--- config.mk ---
export PLATFORM = sky130hd
export DESIGN_NAME = booth_mult_seq
export DESIGN_NICKNAME = d
export VERILOG_FILES = /design/src/rtl/mult_pkg.sv /design/src/rtl/booth_enc4.sv /design/src/rtl/booth_mult_seq.sv
export SDC_FILE = /design/constraint.sdc
export NUM_CORES = 1
export LEC_CHECK = 0
export ABC_AREA = 1
export ABC_CLOCK_PERIOD_IN_PS = 6400
export CAP_MARGIN = 10
export CORE_MARGIN = 4
export CORE_UTILIZATION = 30
export CTS_CLUSTER_SIZE = 24
export DETAILED_ROUTE_END_ITERATION = 12
export HOLD_SLACK_MARGIN = 0.12
export SKIP_CTS_REPAIR_TIMING = 1
export SKIP_LAST_GASP = 1
export SLEW_MARGIN = 10
export SYNTH_ARGS = -nofsm -noshare
export SYNTH_HDL_FRONTEND = slang
export SYNTH_SLANG_ARGS = --single-unit
--- constraint.sdc ---
create_clock -name clock -period 6.4 [get_ports clock]
set_clock_uncertainty 0.05 [all_clocks]
set_input_delay 0.64 -clock clock [delete_from_list [all_inputs] [get_ports clock]]
set_output_delay 0.64 -clock clock [all_outputs]
set_load 0.005 [all_outputs]
--- src/rtl/mult_pkg.sv ---
// Shared definitions for the sequential radix-4 Booth multiplier.
//   state_t     : controller states (IDLE, RUN, DONE)
//   booth_sel_t : partial-product select produced by the Booth group encoder
//   booth_iters : number of radix-4 iterations for a given operand width
package mult_pkg;

    typedef enum logic [1:0] {
        IDLE = 2'd0,
        RUN  = 2'd1,
        DONE = 2'd2
    } state_t;

    typedef enum logic [2:0] {
        ZERO   = 3'd0,
        PLUS1  = 3'd1,
        PLUS2  = 3'd2,
        MINUS1 = 3'd3,
        MINUS2 = 3'd4
    } booth_sel_t;

    // Operands are extended by two bits, so the extended width is
    // WIDTH+2 and each iteration retires two multiplier bits.
    function automatic int booth_iters(input int width);
        return width / 2 + 1;
    endfunction

endpackage

--- src/rtl/booth_enc4.sv ---
// Radix-4 Booth group encoder (purely combinational).
//   group : {b[2i+1], b[2i], b[2i-1]} of the multiplier
//   sel   : partial-product select (0, +A, +2A, -A, -2A)
module booth_enc4
    import mult_pkg::*;
(
    input  logic [2:0]  group,
    output booth_sel_t  sel
);

    always_comb begin
        sel = ZERO;
        case (group)
            3'b000: sel = ZERO;
            3'b001: sel = PLUS1;
            3'b010: sel = PLUS1;
            3'b011: sel = PLUS2;
            3'b100: sel = MINUS2;
            3'b101: sel = MINUS1;
            3'b110: sel = MINUS1;
            3'b111: sel = ZERO;
            default: sel = ZERO;
        endcase
    end

endmodule

--- src/rtl/booth_mult_seq.sv ---
// Sequential radix-4 Booth multiplier, one Booth group per clock.
//   clock        : single clock, rising edge
//   reset_n      : asynchronous active-low reset
//   start        : request a multiply (sampled in IDLE or DONE)
//   signed_mode  : 1 = two's-complement operands, 0 = unsigned
//   multiplicand : operand A
//   multiplier   : operand B
//   busy         : high while iterating
//   done         : one-cycle pulse when result/overflow are valid
//   result       : full 2*WIDTH product, held until the next DONE
//   overflow     : product not representable in WIDTH bits
module booth_mult_seq
    import mult_pkg::*;
#(
    parameter int WIDTH = 32
) (
    input  logic                 clock,
    input  logic                 reset_n,
    input  logic                 start,
    input  logic                 signed_mode,
    input  logic [WIDTH-1:0]     multiplicand,
    input  logic [WIDTH-1:0]     multiplier,
    output logic                 busy,
    output logic                 done,
    output logic [2*WIDTH-1:0]   result,
    output logic                 overflow
);

    localparam int EXT_W = WIDTH + 2;
    localparam int N     = booth_iters(WIDTH);
    localparam int CNT_W = $clog2(N + 1);

    state_t                    state, state_nxt;
    logic signed [EXT_W-1:0]   mcand_r;
    logic signed [EXT_W-1:0]   acc_r;
    logic        [EXT_W-1:0]   mplr_r;
    logic                      q_m1_r;
    logic                      mode_r;
    logic        [CNT_W-1:0]   cnt_r;

    booth_sel_t                sel;
    logic signed [EXT_W-1:0]   pp;
    logic signed [EXT_W-1:0]   sum;
    logic signed [EXT_W-1:0]   acc_nxt;
    logic        [EXT_W-1:0]   mplr_nxt;
    logic        [2*WIDTH-1:0] res_nxt;
    logic                      last_iter;
    logic                      load;

    // Unsigned operands get two zero bits so they are positive in the
    // signed WIDTH+2 datapath; signed operands are sign-extended.
    function automatic logic [EXT_W-1:0] extend(input logic [WIDTH-1:0] v,
                                                input logic sgn);
        return sgn ? {{2{v[WIDTH-1]}}, v} : {2'b00, v};
    endfunction

    // hi = result[2W-1:W-1]. Signed: upper W+1 bits must all match the
    // sign. Unsigned: upper W bits must be zero.
    function automatic logic calc_ovf(input logic [WIDTH:0] hi,
                                      input logic sgn);
        if (sgn)
            return !((&hi) || (~|hi));
        else
            return |hi[WIDTH:1];
    endfunction

    booth_enc4 u_enc (
        .group ({mplr_r[1:0], q_m1_r}),
        .sel   (sel)
    );

    // Magnitude of A is at most 2^WIDTH, so +-2A always fits in WIDTH+2
    // signed bits, and the running sum stays below 2^(WIDTH+1).
    always_comb begin
        pp = '0;
        case (sel)
            ZERO:    pp = '0;
            PLUS1:   pp = mcand_r;
            PLUS2:   pp = mcand_r <<< 1;
            MINUS1:  pp = -mcand_r;
            MINUS2:  pp = -(mcand_r <<< 1);
            default: pp = '0;
        endcase
    end

    assign sum       = acc_r + pp;
    assign acc_nxt   = sum >>> 2;
    assign mplr_nxt  = {sum[1:0], mplr_r[EXT_W-1:2]};
    // After the final shift {acc, mplr} holds the product; only the low
    // 2*WIDTH bits are meaningful.
    assign res_nxt   = {acc_nxt[WIDTH-3:0], mplr_nxt};
    assign last_iter = (cnt_r == CNT_W'(N - 1));

    always_ff @(posedge clock or negedge reset_n) begin
        if (!reset_n)
            state <= IDLE;
        else
            state <= state_nxt;
    end

    always_comb begin
        state_nxt = state;
        busy      = 1'b0;
        done      = 1'b0;
        load      = 1'b0;
        case (state)
            IDLE: begin
                if (start) begin
                    load      = 1'b1;
                    state_nxt = RUN;
                end
            end
            RUN: begin
                busy = 1'b1;
                if (last_iter)
                    state_nxt = DONE;
            end
            DONE: begin
                done = 1'b1;
                if (start) begin
                    load      = 1'b1;
                    state_nxt = RUN;
                end else begin
                    state_nxt = IDLE;
                end
            end
            default: state_nxt = IDLE;
        endcase
    end

    always_ff @(posedge clock or negedge reset_n) begin
        if (!reset_n) begin
            mcand_r  <= '0;
            acc_r    <= '0;
            mplr_r   <= '0;
            q_m1_r   <= 1'b0;
            mode_r   <= 1'b0;
            cnt_r    <= '0;
            result   <= '0;
            overflow <= 1'b0;
        end else if (load) begin
            mcand_r  <= extend(multiplicand, signed_mode);
            mplr_r   <= extend(multiplier, signed_mode);
            mode_r   <= signed_mode;
            acc_r    <= '0;
            q_m1_r   <= 1'b0;
            cnt_r    <= '0;
        end else if (state == RUN) begin
            acc_r    <= acc_nxt;
            mplr_r   <= mplr_nxt;
            q_m1_r   <= mplr_r[1];
            cnt_r    <= cnt_r + CNT_W'(1);
            if (last_iter) begin
                result   <= res_nxt;
                overflow <= calc_ovf(res_nxt[2*WIDTH-1:WIDTH-1], mode_r);
            end
        end
    end

endmodule

==> metrics.md, run 1 <==
| Metric | Value |
|---|---|
| DRT iter0 DRCs | 655 |
| Top cells by area, synth | dfrtp_1 (41%), nand2_1 (15%), o21ai_0 (7.4%), inv_1 (6.8%), ha_1 (4.5%) |
| Core Rows | 68 |
| Core box area | 0.0346 sq mm |
| Critical path required time | 6.70 ns |
| # DRC | 0 |
| Post-synth cell types | 48 |
| First-pass GRT wire length | 52900 microns |
| CTS Buf Count | 17 |
| Final core occ | 37.6% |
| Sequential share of the synthesized area | 41.0% |
| Worst Setup SP | mplr_r[0] |
| Detailed-route wire length per cell | 16.3 microns |
| Syn Inst Count | 1440 |
| Max Transition Viols Final | 0 |
| Reg area | 0.00433 sq mm |
| Hpwl dp | 24700 microns |
| Hold Vio Cnt, Final | 0 |
| GRT overflow | 0 |
| Gr usage total | 17.1% |
| CTS root buf | clkbuf_16 |
| Initial antenna violation count | 0 |
| Max Fclk | 218 MHz |
| Area Growth Syn to Fin | 23.5% |
| Max Cap Viol | 0 |
| Skew-Pair Late Insertion Delay | 0.45 ns |
| Crit path launch type | flop |
| Flip-flop and latch count after synthesis | 173 |
| RSZ-0062 raised after global routing | no |
| Status | completed |
| First-pass iteration count of the detailed router | 5 |
| CTS max path bufs | 2 |
| Clock transition at the registers of the reported paths | 0.08 ns |
| Total negative slack | 0 ns |
| Largest net degree at the start of global routing | 130 |
| Boundary Pins | 135 |
| Yosys top cell area share | 41.0% |
| Critical path class | flop to flop |
| Syn avg cell area | 7.33 sq um |
| Vias per std cell | 4.92 |
| CP arrival | 4.88 ns |
| Clk sink count | 173 |
| Mapped Nets | 1547 |
| Post-Syn Area | 0.0106 sq mm |
| Die X | 196 microns |
| Reg2Reg Launch Point | mplr_r[0] |
| Worst min path class | primary input to asynchronous set/reset pin |
| Total die area | 0.0382 sq mm |
| Fillers | 3599 |
| Routed vias | 9966 |
| CTS tree | done |
| Final setup violation count | 0 |
| CTS HTree Levels | 4 |
| CP peak stage delay | 0.62 ns |
| Most frequent CP cell | nand2_1 |
| Area leader, netlist | dfrtp_1 |
| RD Place Congestion | 0.928 |
| Antenna cells | 0 |
| Nets | 1663 |
| Max_slew headroom | 24.3% |
| Routed wire length | 33000 microns |
| CP Capture Type | flop |
| Final period util | 71.6% |
| Chip Height | 196 microns |
| Crit path time final | 4.58 ns |
| CP max-delay cell | a221oi_1 |
| Post-DRT Antenna Nets | 0 |
| Initial Utilization | 30.5% |
| Share of cells above drive strength 1 | 6.50% |
| Worst Path Max Fanout | 18 |
| Ys Warns | 0 |
| Area of the multi-input gates | 0.00528 sq mm |
| Slew @ Worst Pin | 1.14 ns |
| Quantity of I/O buffers inserted on ports | 134 |
| Vias in the first global route | 9706 |
-- final cells by class --
| class | count | share of cell area, % |
|---|---|---|
| flip-flops and latches | 173 | 33.2 |
| well taps | 455 | 4.37 |
| multi-input cells | 1013 | 40.5 |
| clock buffers | 17 | 3.27 |
| inverters | 204 | 5.88 |
| repair buffers | 147 | 11.1 |
| clock inverters | 15 | 1.65 |
-- placed cells by master (no fill, tap or decap), types with 3 or more instances in the layout --
| cell type | n |
|---|---|
| nor2_1 | 78 |
| a22oi_1 | 3 |
| a221oi_1 | 8 |
| o21ai_0 | 155 |
| clkbuf_16 | 17 |
| a21o_1 | 3 |
| ha_1 | 38 |
| inv_1 | 192 |
| buf_4 | 13 |
| nor2_2 | 12 |
| o221ai_1 | 18 |
| nor2_4 | 6 |
| clkinv_8 | 7 |
| nor3_1 | 18 |
| inv_8 | 4 |
| o211ai_1 | 14 |
| nand3b_1 | 8 |
| inv_2 | 11 |
| o22ai_1 | 9 |
| o21bai_1 | 3 |
| nor4_1 | 3 |
| nand4_1 | 14 |
| o21ai_1 | 3 |
| nand2_1 | 427 |
| nand2_2 | 12 |
| clkdlybuf4s50_1 | 133 |
| nand3_1 | 77 |
| dfrtp_1 | 173 |
| xor2_1 | 15 |
| o2111ai_1 | 18 |
| nor3_2 | 3 |
| a221o_1 | 5 |
| a21oi_1 | 38 |
-- flip-flops by register name, summed over array words and instances, names as in the netlist --
register  count
q_m1_r        1
cnt_r         5
acc_r        32
result       64
mode_r        1
state         2
overflow      1
mcand_r      33
mplr_r       34
-- routing by layer --
layer	share of wire [%]	global-route usage, %	vias to the layer above
met1	47	23.9	4702
met5	0	0	-
met3	6.4	4.49	30
li1	-	-	4954
met4	2.2	5.04	0
met2	45	26.1	280
-- worst max-delay path: cells and delay by family (launching register included) --
family                     cells  cell delay [ns]
adders and majority gates      2             0.53
buffers and inverters          3             0.74
AOI/OAI and AO/OA              2             0.79
and+or+nand+nor               18             1.99
DFF                            1             0.38
-- cell families after synthesis --
logic type,after synthesis,synth area share (%)
XOR/XNOR,18,1.57
AND/OR/NAND/NOR,670,27.4
AO/OA/AOI/OAI,286,16.3
buffers and inverters,254,9.08
adder cells (fa/ha/maj),39,4.70
flip-flops,173,41.0
-- per-stage QoR --
step / setup WS (ns) / std cells / area, sq um / hold slack [ns]
after floorplan: 2.83 / 1440 / 10600 / 0.294
after global placement: 1.87 / 1992 / 12400 / 0.414
after detailed placement: 1.80 / 1992 / 12400 / 0.423
after CTS: 1.78 / 2024 / 13000 / 0.137
after global routing: 1.35 / 2024 / 13000 / 0.158
final: 1.82 / 2024 / 13000 / 0.121
-- synth_stat cells, drive strengths merged --
master / instances
a21boi: 2
a21o: 3
a21oi: 39
a221o: 5
a221oi: 8
a22oi: 3
a31oi: 1
and2: 2
and3: 2
buf: 6
clkbuf: 44
clkinv: 2
dfrtp: 173
fa: 1
ha: 38
inv: 202
nand2: 441
nand3: 80
nand3b: 8
nand4: 15
nor2: 96
nor3: 22
nor4: 3
o2111ai: 18
o211ai: 14
o21a: 1
o21ai: 160
o21bai: 3
o221ai: 18
o22ai: 9
o31ai: 2
or2: 1
xnor2: 2
xor2: 16
-- final timing paths --
kind	endpoint	slack, ns	cells after the start
max	overflow	1.82	25
min	result[9]	0.12	1
max reg2reg	overflow	1.82	25
min reg2reg	result[47]	0.44	2
max in group asynchronous	mcand_r[13]	4.90	2
min in group clock	result[47]	0.44	2
Power of run 1 is not shown: default switching activity piles up to over one toggle a cycle in this logic, so the estimate is an artifact.
==> run 2: changes to the inputs <==
--- a/config.mk
+++ b/config.mk
@@ -6,7 +6,7 @@
 export NUM_CORES = 1
 export LEC_CHECK = 0
 export ABC_AREA = 1
-export ABC_CLOCK_PERIOD_IN_PS = 6400
+export ABC_CLOCK_PERIOD_IN_PS = 4000
 export CAP_MARGIN = 10
 export CORE_MARGIN = 4
 export CORE_UTILIZATION = 30
==> constraint.sdc (replaced) <==
create_clock -name clock -period 4 [get_ports clock]
set_clock_uncertainty 0.05 [all_clocks]
set_input_delay 0.4 -clock clock [delete_from_list [all_inputs] [get_ports clock]]
set_output_delay 0.4 -clock clock [all_outputs]
set_load 0.005 [all_outputs]
==> run 2 against run 1 <==
Final cell count grew 5.7%. Final area rose by 11%. Critical endpoint unchanged. First-iteration DRC count decreased by 7.6%. Worst setup slack worse by 1.8 ns. Register-to-register slack lost 1.8 ns. Highest routed layer unchanged. Sequential cell count is the same. Global-route usage rose by 0.58 points.
==> metrics.md, run 2 (synthesis results as in run 1) <==
| Metric | Value |
|---|---|
| Status | completed |
| Critical path required time | 4.29 ns (-2.41 ns) |
| Slew @ Worst Pin | 0.625 ns (-0.511 ns) |
| First-pass iteration count of the detailed router | 7 (+2) |
| Routed wire length | 34700 microns (+5.2%) |
| Critical path class | flop to flop |
| Gr usage total | 17.7% (+0.58 points) |
| Boundary Pins | 135 (unchanged) |
| FF-to-FF path depth | 25 (unchanged) |
| Reg area | 0.00433 sq mm (unchanged) |
| Vias per std cell | 4.88 (-0.93%) |
| CP Capture Type | flop |
| GRT overflow | 0 (unchanged) |
| Max Transition Viols Final | 0 (unchanged) |
| CP arrival | 4.28 ns (-0.60 ns) |
| Final period util | 99.7% (+28 points) |
| CP max-delay cell | dfrtp_1 |
| CTS Buf Count | 17 (unchanged) |
| Initial Utilization | 30.5% (unchanged) |
| Hpwl dp | 25600 microns (+3.9%) |
| Vias in the first global route | 10.3k (+5.9%) |
| Crit path launch type | flop |
| Most frequent CP cell | nand2_1 |
| # DRC | 0 (unchanged) |
| Antenna cells | 0 (unchanged) |
| Area Growth Syn to Fin | 37.2% |
| R2R Setup Slk | 0.01 ns (-1.80 ns) |
| Quantity of I/O buffers inserted on ports | 134 (unchanged) |
| Die X | 196 microns (unchanged) |
| Chip Height | 196 microns (unchanged) |
| First-pass GRT wire length | 55500 microns (+4.9%) |
| Max Fclk | 251 MHz (+15%) |
| Clk sink count | 173 (unchanged) |
| Skew-Pair Late Insertion Delay | 0.45 ns (about the same) |
| Core box area | 0.0346 sq mm (unchanged) |
| RD Place Congestion | 0.915 (-1.5%) |
| Most common cell after layout, fill and taps aside | nand2_1 |
| DRT iter0 DRCs | 605 (-7.6%) |
| Hold Vio Cnt, Final | 0 (unchanged) |
| Fillers | 3510 (-2.5%) |
| Share of cells above drive strength 1 | 19.5% (+13 points) |
| CTS HTree Levels | 4 (unchanged) |
| Final setup violation count | 0 (unchanged) |
| Core Rows | 68 (unchanged) |
| Max Cap Viol | 0 (unchanged) |
| CTS max path bufs | 2 (unchanged) |
| Worst Path Max Fanout | 4 (-14) |
| CP peak stage delay | 0.43 ns (-0.19 ns) |
| Total die area | 0.0382 sq mm (unchanged) |
| Detailed-route wire length per cell | 16.2 microns (-0.49%) |
| Clock transition at the registers of the reported paths | 0.08 ns (about the same) |
| Max_slew headroom | 58.3% (+34 points) |
| Nets | 1779 (+7.0%) |
| Crit path time final | 3.99 ns (-0.596 ns) |
| Routed vias | 10.4k (+4.7%) |
| Number of flip-flops in the largest register | 64 (unchanged) |
| Most flops, register | result |
| Largest net degree at the start of global routing | 96 (-26%) |
| RSZ-0062 raised after global routing | yes |
| CTS root buf | clkbuf_16 |
| CTS tree | done |
| Post-DRT Antenna Nets | 0 (unchanged) |
| Regs by FF count | result (64), mplr_r (34), mcand_r (33) |
| Most frequent cells in the layout | nand2_1 (392), inv_1 (185), dfrtp_1 (173) |
| Initial antenna violation count | 0 (unchanged) |
| Area of the multi-input gates | 0.00586 sq mm (+11%) |
| Total negative slack | 0 ns (unchanged) |
| Worst min path class | primary input to asynchronous set/reset pin |
-- run 2: stage by stage --
| step | hold WS [ns] | worst slack, ns | util, % | area, sq um | std cells |
|---|---|---|---|---|---|
| floorplan | 0.0544 | 0.427 | - | 10600 | 1440 |
| global placement | 0.269 | -0.148 | 37.9 | 13100 | 2084 |
| detailed placement | 0.271 | -0.181 | 37.9 | 13100 | 2084 |
| CTS | -0.204 | -0.212 | 39.6 | 13700 | 2116 |
| global route | 0.397 | -0.281 | 41.8 | 14500 | 2140 |
| finish | 0.351 | 0.0120 | 41.8 | 14500 | 2140 |
-- run 2: path summary, 6_finish.rpt --
path / start / endpoint
worst max-delay path: mcand_r[0] / overflow
worst min-delay path: reset_n / result[7]
worst max register to register: mcand_r[0] / overflow
worst min register to register: result[45] / result[45]
max in group asynchronous: reset_n / acc_r[14]
min in group clock: result[45] / result[45]
-- run 2: critical path, delay by kind of cell (launching register included) --
kind	cells	cell delay (ns)
adders and majority gates	2	0.54
buffers and inverters	4	0.47
DFF	1	0.43
xor gates and xnor gates	1	0.15
and+or+nand+nor	14	1.53
AOI/OAI and AO/OA	4	0.73
-- run 2: final cells by class --
class | instances | area share [%]
Sequential cell | 173 | 29.9
Multi-Input combinational cell | 1013 | 40.4
Timing Repair Buffer | 263 | 16.4
Inverter | 204 | 5.29
Clock buffer | 19 | 3.06
Tap cell | 455 | 3.93
Clock inverter | 13 | 0.985
-- run 2: per-layer routing --
metal / vias to the layer above / part of all wire [%] / GRT usage, %
met2: 279 / 46 / 28.1
met5: - / 0 / 0
li1: 5182 / - / -
met3: 53 / 6.0 / 4.33
met1: 4925 / 45 / 23.5
met4: 0 / 3.3 / 6.34
Power of run 2 is left out for the same reason.
==> run 3: changes to the inputs <==
--- a/config.mk
+++ b/config.mk
@@ -6,7 +6,7 @@
 export NUM_CORES = 1
 export LEC_CHECK = 0
 export ABC_AREA = 1
-export ABC_CLOCK_PERIOD_IN_PS = 4000
+export ABC_CLOCK_PERIOD_IN_PS = 4500
 export CAP_MARGIN = 10
 export CORE_MARGIN = 4
 export CORE_UTILIZATION = 30
==> constraint.sdc (replaced) <==
create_clock -name clock -period 4.5 [get_ports clock]
set_clock_uncertainty 0.05 [all_clocks]
set_input_delay 0.45 -clock clock [delete_from_list [all_inputs] [get_ports clock]]
set_output_delay 0.45 -clock clock [all_outputs]
set_load 0.005 [all_outputs]
==> run 3 against run 2 <==
First-iteration DRC count rose by 16%. Maximum frequency fell by 2.3%. Via count fell by 5.2%. Register-to-register slack improved by 0.41 ns. Routed wire length fell by 4.9%. Global-route usage fell by 0.52 points.
==> metrics.md, run 3 (synthesis results as in run 1) <==
| Metric | Value |
|---|---|
| CP arrival | 4.36 ns (+0.08 ns) |
| CTS root buf | clkbuf_16 |
| Worst min path class | flop to flop |
| Clk sink count | 173 (unchanged) |
| Total die area | 0.0382 sq mm (unchanged) |
| Detailed-route wire length per cell | 16.2 microns (-0.38%) |
| GRT overflow | 0 (unchanged) |
| Chip Height | 196 microns (unchanged) |
| Status | completed |
| Max Transition Viols Final | 0 (unchanged) |
| CP Cell Sequence | inv_1 -> ha_1 -> nor3_2 -> clkinvlp_4 -> buf_4 -> o21ai_0 -> ha_1 -> nand2_1 -> inv_1 -> nand2_1 -> nand2_1 -> a21oi_1 -> nand2_2 -> nand2_1 -> nand2_1 -> nor3_2 -> nand4_1 -> nor2_1 -> nand3_1 -> nor2_1 -> nor2_1 |
| Regs by FF count | result (64), mplr_r (34), mcand_r (33) |
| Nets | 1681 (-5.5%) |
| Slew @ Worst Pin | 0.647 ns (+0.0217 ns) |
| Vias in the first global route | 9750 (-5.2%) |
| First-pass iteration count of the detailed router | 6 (-1) |
| Post-DRT Antenna Nets | 0 (unchanged) |
| RSZ-0062 raised after global routing | no |
| Critical path class | flop to flop |
| Antenna cells | 0 (unchanged) |
| Total negative slack | 0 ns (unchanged) |
| Max Cap Viol | 0 (unchanged) |
| Skew-Pair Late Insertion Delay | 0.44 ns (about the same) |
| Clock transition at the registers of the reported paths | 0.08 ns (about the same) |
| Critical path required time | 4.78 ns (+0.49 ns) |
| Largest net degree at the start of global routing | 87 (-9.4%) |
| Core box area | 0.0346 sq mm (unchanged) |
| Crit path launch type | flop |
| First-pass GRT wire length | 53700 microns (-3.3%) |
| Most common cell after layout, fill and taps aside | nand2_1 |
| CP max-delay cell | o21ai_0 |
| Final core occ | 38.6% (-3.2 points) |
| Fillers | 3582 (+2.1%) |
| CTS HTree Levels | 4 (unchanged) |
| Most frequent cells in the layout | nand2_1 (419), inv_1 (189), dfrtp_1 (173) |
| CTS Buf Count | 17 (unchanged) |
| Routed vias | 9901 (-5.2%) |
| Most frequent CP cell | nand2_1 |
| Hold depth | 2 |
| Quantity of I/O buffers inserted on ports | 134 (unchanged) |
| Final period util | 90.7% (-9.0 points) |
| Routed wire length | 33000 microns (-4.9%) |
| Share of cells above drive strength 1 | 9.89% (-9.6 points) |
| Die X | 196 microns (unchanged) |
| Hpwl dp | 24700 microns (-3.8%) |
| Core Rows | 68 (unchanged) |
| Initial Utilization | 30.5% (unchanged) |
| Gr usage total | 17.2% (-0.52 points) |
| Hold Vio Cnt, Final | 0 (unchanged) |
| Most flops, register | result |
| CP Capture Type | flop |
| Area Growth Syn to Fin | 26.6% |
| RD Place Congestion | 0.914 (about the same) |
| Crit path time final | 4.08 ns (+0.0931 ns) |
| Max Fclk | 245 MHz (-2.3%) |
| CTS max path bufs | 2 (unchanged) |
| Max_slew headroom | 56.9% (-1.4 points) |
| Boundary Pins | 135 (unchanged) |
| FF-to-FF path depth | 21 (-16%) |
| Final setup violation count | 0 (unchanged) |
| CTS tree | done |
| Initial antenna violation count | 0 (unchanged) |
| Number of flip-flops in the largest register | 64 (unchanged) |
| DRT iter0 DRCs | 703 (+16%) |
| # DRC | 0 (unchanged) |
| Vias per std cell | 4.85 (-0.60%) |
| CP peak stage delay | 0.40 ns (-0.03 ns) |
| Worst Path Max Fanout | 11 (+7) |
-- run 3: changes by cell type in the layout (fill, tap and decap cells not counted), moves of 6 or more --
| cell | before | now |
|---|---|---|
| buf_4 | 121 | 28 |
| nand2_1 | 392 | 419 |
| nand2_2 | 40 | 19 |
| a21oi_1 | 22 | 31 |
| nand3_1 | 68 | 77 |
| nand3_2 | 10 | 1 |
| nor2_4 | 15 | 7 |
| a21oi_2 | 15 | 8 |
| ha_1 | 28 | 35 |
| nor2_1 | 66 | 73 |
| o21ai_0 | 145 | 152 |
| o21ai_1 | 11 | 4 |
| ha_4 | 7 | 1 |
-- run 3: layer usage --
metal | share of wire [%] | GRT usage (%) | up-vias
met5 | 0 | 0 | -
met2 | 46 | 27.9 | 265
met1 | 46 | 23.4 | 4609
met4 | 1.7 | 4.24 | 0
li1 | - | - | 5002
met3 | 5.7 | 3.76 | 25
-- run 3: cell type report --
type	instances	area, sq um	share of cell area, %
timing repair buffer	165	1600	12.0
clock inverter	14	196	1.47
tap	455	569	4.26
sequential	173	4330	32.4
multi-input combinational	1013	5450	40.8
clock buffer	18	439	3.29
inverter	204	769	5.76
-- run 3: critical path, delay by kind of cell, from the launching register on --
family                   cells  cell delay, ns
flip-flops                   1            0.35
AO/OA/AOI/OAI                2            0.59
adder cells (fa/ha/maj)      2            0.75
buffers and inverters        4            0.53
AND/OR/NAND/NOR             13            1.70
-- run 3: metrics by stage --
| stage | worst slack, ns | hold WS, ns | instance area (sq um) | cells |
|---|---|---|---|---|
| 2_1_floorplan | 0.927 | 0.104 | 10600 | 1440 |
| 3_3_place_gp | 0.0974 | 0.416 | 12500 | 1999 |
| 3_5_place_dp | 0.0778 | 0.418 | 12500 | 1999 |
| 4_1_cts | 0.0763 | -0.0480 | 13100 | 2031 |
| 5_1_grt | 0.00220 | 0.452 | 13400 | 2042 |
| 6_report | 0.419 | 0.429 | 13400 | 2042 |
-- run 3: worst paths after layout --
kind,from,endpoint,slack [ns]
hold / removal,result[32],result[32],0.43
setup / recovery,mplr_r[0],overflow,0.42
max in group asynchronous,reset_n,result[31],2.86
setup reg to reg,mplr_r[0],overflow,0.42
hold reg to reg,result[32],result[32],0.43
min in group asynchronous,reset_n,result[7],0.50
Power of run 3 is left out for the same reason.
